## src/rtl/diff_result_serializer.sv

```systemverilog
// diff_result_serializer
// Captures the three packed result vectors of the `different` gradient unit
// on a load strobe, then streams them out one element per valid/ready
// transfer, tagged with vector number and element index.
//
// Ports:
//   clk, rst_n          rising-edge clock, asynchronous active-low reset
//   load                capture request, honoured only when not sending
//   diff_start_in       packed start-gradient vector  (element 0 = MSB slice)
//   diff_to_all_in      packed to-all-gradient vector
//   diff_dense_in       packed dense-gradient vector
//   busy                high while a frame is being sent
//   out_valid/out_ready stream handshake
//   out_data            current element
//   out_vec             0=start, 1=to_all, 2=dense
//   out_idx             element index within the vector
//   out_last            high with the final word (vec 2, idx size-1)
//   done                one-cycle pulse after the final transfer
//   state_dbg           current FSM state for observation
//
// Handshake: a word moves at a rising edge where out_valid and out_ready are
// both high. Once out_valid rises it stays high, and every out_* field stays
// stable, until that word has moved. out_valid does not depend on out_ready.
module diff_result_serializer #(
  parameter int data_size = 16,
  parameter int size      = 3
) (
  input  logic                      clk,
  input  logic                      rst_n,
  input  logic                      load,
  input  logic [size*data_size-1:0] diff_start_in,
  input  logic [size*data_size-1:0] diff_to_all_in,
  input  logic [size*data_size-1:0] diff_dense_in,
  output logic                      busy,
  output logic                      out_valid,
  input  logic                      out_ready,
  output logic [data_size-1:0]      out_data,
  output logic [1:0]                out_vec,
  output logic [7:0]                out_idx,
  output logic                      out_last,
  output logic                      done,
  output logic [1:0]                state_dbg
);

  typedef enum logic [1:0] {
    ST_IDLE = 2'd0,
    ST_SEND = 2'd1,
    ST_DONE = 2'd2
  } state_t;

  localparam logic [7:0] LAST_IDX = 8'(size - 1);

  state_t                    state_q, state_d;
  logic [size*data_size-1:0] sh_start_q, sh_to_all_q, sh_dense_q;
  logic [1:0]                vec_q;
  logic [7:0]                idx_q;

  logic                      load_accept;
  logic                      xfer;
  logic                      at_last;
  logic [size*data_size-1:0] sel_vec;
  logic [data_size-1:0]      sel_word;

  // DONE accepts a load just like IDLE so frames can run back to back.
  assign load_accept = load && (state_q != ST_SEND);
  assign xfer        = (state_q == ST_SEND) && out_ready;
  assign at_last     = (vec_q == 2'd2) && (idx_q == LAST_IDX);

  // Element selection from the shadow copies only.
  always_comb begin
    sel_vec = '0;
    case (vec_q)
      2'd0:    sel_vec = sh_start_q;
      2'd1:    sel_vec = sh_to_all_q;
      default: sel_vec = sh_dense_q;
    endcase
    sel_word = sel_vec[(size - 1 - int'(idx_q)) * data_size +: data_size];
  end

  always_comb begin
    state_d = state_q;
    case (state_q)
      ST_IDLE: if (load_accept) state_d = ST_SEND;
      ST_SEND: if (xfer && at_last) state_d = ST_DONE;
      ST_DONE: state_d = load_accept ? ST_SEND : ST_IDLE;
      default: state_d = ST_IDLE;
    endcase
  end

  always_ff @(posedge clk or negedge rst_n) begin
    if (!rst_n) begin
      state_q     <= ST_IDLE;
      sh_start_q  <= '0;
      sh_to_all_q <= '0;
      sh_dense_q  <= '0;
      vec_q       <= '0;
      idx_q       <= '0;
    end else begin
      state_q <= state_d;
      if (load_accept) begin
        sh_start_q  <= diff_start_in;
        sh_to_all_q <= diff_to_all_in;
        sh_dense_q  <= diff_dense_in;
        vec_q       <= '0;
        idx_q       <= '0;
      end else if (xfer) begin
        if (at_last) begin
          vec_q <= '0;
          idx_q <= '0;
        end else if (idx_q == LAST_IDX) begin
          vec_q <= vec_q + 2'd1;
          idx_q <= '0;
        end else begin
          idx_q <= idx_q + 8'd1;
        end
      end
    end
  end

  // Stream fields read zero outside SEND so idle and reset outputs are clean.
  always_comb begin
    busy      = 1'b0;
    out_valid = 1'b0;
    out_data  = '0;
    out_vec   = '0;
    out_idx   = '0;
    out_last  = 1'b0;
    done      = 1'b0;
    state_dbg = state_q;
    if (state_q == ST_SEND) begin
      busy      = 1'b1;
      out_valid = 1'b1;
      out_data  = sel_word;
      out_vec   = vec_q;
      out_idx   = idx_q;
      out_last  = at_last;
    end
    if (state_q == ST_DONE) done = 1'b1;
  end

endmodule

```

## config.mk

```make
export PLATFORM = sky130hd
export DESIGN_NAME = diff_result_serializer
export DESIGN_NICKNAME = d
export VERILOG_FILES = /design/src/rtl/diff_result_serializer.sv
export SDC_FILE = /design/constraint.sdc
export NUM_CORES = 1
export LEC_CHECK = 0
export CAP_MARGIN = 25
export CORE_AREA = 3 3 102 177
export CTS_CLUSTER_DIAMETER = 50
export DETAILED_ROUTE_END_ITERATION = 6
export DIE_AREA = 0 0 105 180
export GPL_ROUTABILITY_DRIVEN = 0
export PLACE_DENSITY = 0.74
export RECOVER_POWER = 25
export REMOVE_ABC_BUFFERS = 1
export SLEW_MARGIN = 20
export SYNTH_ARGS = -nofsm -noshare
export SYNTH_HDL_FRONTEND = slang
export SYNTH_SLANG_ARGS = --single-unit
```

## constraint.sdc

```tcl
create_clock -name clk -period 5.84 [get_ports clk]
set_clock_uncertainty 0.2 [all_clocks]
set_input_delay 0.584 -clock clk [delete_from_list [all_inputs] [get_ports clk]]
set_output_delay 0.584 -clock clk [all_outputs]
set_load 0.05 [all_outputs]
```

After elaboration in Yosys (flattened, before gate mapping)
Cells that the tools add are included.
- register bits after elaboration: 156
- bits of input ports: 148
- output and inout port bits: 32
- $add $sub $neg: 3
- eq/ne operators: 8
- shift operators: 1
- multiplexer cells: 19
- reductions and logical operators: 10
- operators by type and width (operator ; count):
    one-hot mux 48 bit (2 select lines) ; 1
    variable part select 48 x 13 -> 16 bit ; 1
    2-to-1 mux 8 bit ; 5
    2-to-1 mux 16 bit ; 1
    2-to-1 mux 2 bit ; 7
    subtractor 2 x 8 -> 9 bit (first input constant) ; 1
    adder 8 x 1 -> 8 bit (second input constant) ; 1
    == test 8 x 2 -> 1 bit (second input constant) ; 1
    one-hot mux 2 bit (3 select lines) ; 1
    == test 2 x 1 -> 1 bit (second input constant) ; 2
    == test 2 bit (second input constant) ; 2
    logical AND 1 bit ; 4
    logical NOT 2 bit ; 2
    2-to-1 mux 1 bit ; 4
    != test 2 x 1 -> 1 bit (second input constant) ; 2
    AND reduction 2 bit ; 2
    nonzero test 3 bit ; 1
    adder 2 x 1 -> 2 bit (second input constant) ; 1
    != test 2 bit (second input constant) ; 1
    nonzero test 2 bit ; 1

Depth between registers and ports, before layout
- depth after elaboration: 5
- gate-level depth with buffers: 10

Worst setup path before layout
Ideal clock, no wire load.
- path kind: register to output
- start point: register idx_q[0]
- end point: output port out_data[0]
- arrival: 2.884 ns
- data required time: 5.056 ns
- slack: 2.172 ns
- cell stages (with the launch flop): 10
- buffers on the path: 3
- cell sequence: dfrtp_1 buf_6 clkinv_1 clkbuf_1 ha_1 buf_4 nor3_4 a22oi_1 o221ai_1 a211oi_1
- cells in the longest elaborated chain, start to end: 3
- ends and longest elaborated chain (element ; line ; source):
    from (decl) ; 56 ; logic [7:0] idx_q;
    from (signal assigned) ; 114 ; idx_q <= idx_q + 8'd1;
    subtractor 2 x 8 -> 9 bit ; 77 ; sel_word = sel_vec[(size - 1 - int'(idx_q)) * data_size +: data_size];
    variable part select 48 x 13 -> 16 bit ; 77 ;
    2-to-1 mux 16 bit ; 130 ; if (state_q == ST_SEND) begin
    to (decl) ; 37 ; output logic [data_size-1:0] out_data,
Every way passes these cells.

Worst setup path in the final report
- start point: register idx_q[0]
- end point: output port out_data[1]
Same word-level chain as after synthesis.

==> results by group <==
Clock tree
  • Worst-path clk slew: 0.06 ns
  • CTS tree: built
  • Root Driver: clkbuf_16
  • Setup bufs post-CTS: 0
  • Clock tree buffer depth: 2
  • Clock buffer count from CTS: 17
  • Worst skew pair latency: 0.42 ns
  • Clock tree sinks: 156
  • H-tree levels: 4

Layout
  • Layout cells sized above 1: 0.3154
  • Final #Nets: 879
  • Non-filler instance count after layout: 972
  • Area delta synth->final: 32.51%
  • Fill cells: 1445

Yosys
  • Top-count cell post-synth: dfrtp_1
  • Syn Std Cell Area: 7490 um2
  • Fraction of registers with async set/reset: 1.000
  • Leading cell types by count after synthesis: dfrtp_1, mux2_2, mux2i_1
  • Synth cell types: 45
  • Synth area leaders: dfrtp_1, mux2_2, mux2i_1
  • Synth warn: 0
  • Register area share after synthesis: 0.5212
  • Post-synth EDFFs: 0
  • Mean Syn Cell Area: 13.33 um2
  • Post-synth top flop: dfrtp_1
  • #FFs+latches synth: 156
  • Syn Inst Count: 562
  • Synth top area share: 0.5212
  • Cell accounting for the most synthesized area: dfrtp_1

Critical path
  • Worst path cell trace: clkinv_1, ha_1, nor2_1, nand2_1, o221ai_1, a211oi_1, buf_4
  • Worst setup SP type: register
  • Internal reg-to-reg setup slack: 3.44 ns
  • Critical path type: reg2out
  • Worst path slowest cell: ha_1
  • R2R Path Start: idx_q[0]
  • R2R depth: 3
  • Critical Path End Type: output port
  • Worst Path Max Fanout: 19
  • Reg-to-reg endpoint: idx_q[1]
  • Arr. time, crit path: 4.02 ns
  • Worst path max stage delay: 1.04 ns
  • Required time of the critical path: 5.06 ns

Timing
  • Fmax achieved: 208.1 MHz
  • Setup repair after global routing missed its margin: no
  • Worst Tran Pin Value: 1.804 ns
  • Post-route minimum period: 4.804 ns
  • Hold slack: 0.3033 ns
  • Fin. max-slew vios: 108
  • Post-route setup TNS: 0 ns
  • Hold Vio Cnt, Final: 0
  • Period utilization: 0.8227
  • Final Setup Violations: 0
  • Slew margin rel.: -0.2029

Run status
  • Outcome: finished, violations left
  • Failing checks: capacitance limit, slew limit

Detailed routing
  • Vias/cell: 5.310
  • DR iter-0 viols: 208
  • DRT Wirelength: 19200 um
  • Routed Antenna Nets: 0
  • DRC: 0
  • Vias: 5161
  • DRT Pass-1 Iters: 5
  • Drt wl/cell: 19.75 um

Floorplan
  • Initial Util: 0.4440
  • Total Die Area: 18900 um2
  • Io pins: 180
  • Die X: 105 um
  • Site Rows: 63
  • Core area: 16870 um2
  • Die H: 180 um

GRT
  • Initial antenna violation count: 3
  • First-pass GRT wire length: 30480 um
  • GR Overflow Total: 0
  • Largest net degree at the start of global routing: 154
  • Gr usage total: 0.2070
  • Number of global-route vias before repair: 5672

Power and ir drop
  • Total power draw: 5.512 mW
  • Max IR drop VDD: 0.3122 mV
  • Power Dens Cells: 555.4 nW/um2
  • Sequential power share: 0.360
  • Comb pwr share: 0.445
  • Clock network power share: 0.195
  • Leakage: 4.105 nW
  • Psw: 2.164 mW
  • Internal power: 3.348 mW
  • Sw frac: 0.3926

Worst hold path
  • Hold EP: sh_start_q[45]
  • Worst hold path class: reg2reg
  • Hold depth: 1
  • Hold_sp: sh_start_q[45]

Place
  • Dpl hpwl: 13270 um
  • Placed Cells: 934
  • PortBufs: 179

Flow run
  • Max-cap viol count: 2
-- cell usage in the layout (no fill, tap or decap), types with 2 or more instances in the layout --
cell type        instances
a211oi_1                 5
a211oi_2                10
a21oi_1                  3
a22oi_1                  6
a22oi_2                  9
a31oi_1                  3
and2_1                   9
buf_4                   20
clkbuf_16               17
clkbuf_8                 3
clkdlybuf4s50_1        162
clkinv_2                 4
clkinv_4                 2
clkinvlp_4               2
dfrtp_1                155
diode_2                  3
ha_1                     2
inv_1                    5
inv_6                    3
mux2_2                 144
mux2i_1                 48
nand2_1                 44
nand2b_1                 2
nand3_1                  7
nor2_1                   5
nor4_2                   2
o211ai_1                 2
o21ai_0                 25
o221ai_1                 7
o221ai_2                 8
o31ai_1                  3
-- power by group through the flow --
stage	logic, mW	clock network (mW)	registers (mW)
after CTS	2.48	1.09	1.98
after floorplan	1.80	0	1.88
final	2.45	1.08	1.98
after global placement	2.41	0	1.96
after detailed placement	2.47	0	2.00
after global routing	2.63	1.14	2.05
-- registers in the layout (all words and copies together), names as in the netlist --
signal	cells
sh_to_all_q	48
sh_dense_q	48
idx_q	8
state_dbg	2
vec_q	2
sh_start_q	48
-- critical path: cells and delay by family, from the launching register on --
family          cells  cell delay, ns
fa+ha+maj           1            1.04
simple gates        2            0.86
compound gates      2            0.68
flops               1            0.58
buf+inv             2            0.44
-- layout make-up --
| type | count | area (um2) | area share |
|---|---|---|---|
| inverters | 6 | 22.52 | 0.002269 |
| diodes | 3 | 7.507 | 0.0007564 |
| clock inverters | 12 | 108.9 | 0.01097 |
| clock buffers | 20 | 466.7 | 0.04702 |
| repair buffers | 187 | 1833 | 0.1847 |
| well taps | 227 | 284.0 | 0.02862 |
| flip-flops and latches | 156 | 3908 | 0.3937 |
| multi-input cells | 361 | 3294 | 0.3319 |
-- how the worst max path moves through the flow --
stage	depth (start not counted)	from	to	slack, ns
after floorplan	6	idx_q[0]	out_data[0]	1.40
after global placement	7	idx_q[0]	out_data[1]	1.69
after detailed placement	7	idx_q[0]	out_data[1]	1.52
after CTS	7	idx_q[0]	out_data[1]	1.05
after global routing	7	idx_q[0]	out_data[14]	0.88
final	7	idx_q[0]	out_data[1]	1.04
-- metrics by stage --
stage	setup slack (ns)	util	area [um2]
after floorplan	1.401	-	7204
after global placement	1.692	0.5508	9291
after detailed placement	1.517	0.5517	9306
after CTS	1.055	0.5858	9882
after global routing	0.8757	0.5883	9925
final	1.036	0.5883	9925
-- layer usage --
metal  wire length (um)  global-route usage  part of all wire  vias to the layer above
li1                   -                   -                 -                     2396
met1               7007              0.2193              0.36                     2619
met2              11070              0.3936              0.58                      123
met3                697             0.04456             0.036                       23
met4                424             0.07725             0.022                        0
met5                  0                   0                 0                        -
-- timing repair --
action                                 4_1_cts  5_1_grt
resized for setup                            0        0
endpoints found under the hold margin        0       31
hold buffers                                 0        1
-- kinds of logic (layout without fill, tap and decap cells) --
family / Yosys count / count (layout) / synth area share
other: 0 / 3 / 0
buffers and inverters: 45 / 225 / 0.04109
adders and majority gates: 2 / 2 / 0.003341
muxes: 192 / 192 / 0.2807
DFF: 156 / 156 / 0.5212
and+or+nand+nor: 82 / 82 / 0.05513
AOI/OAI and AO/OA: 85 / 85 / 0.09856
(Power assumes the default switching activity.)
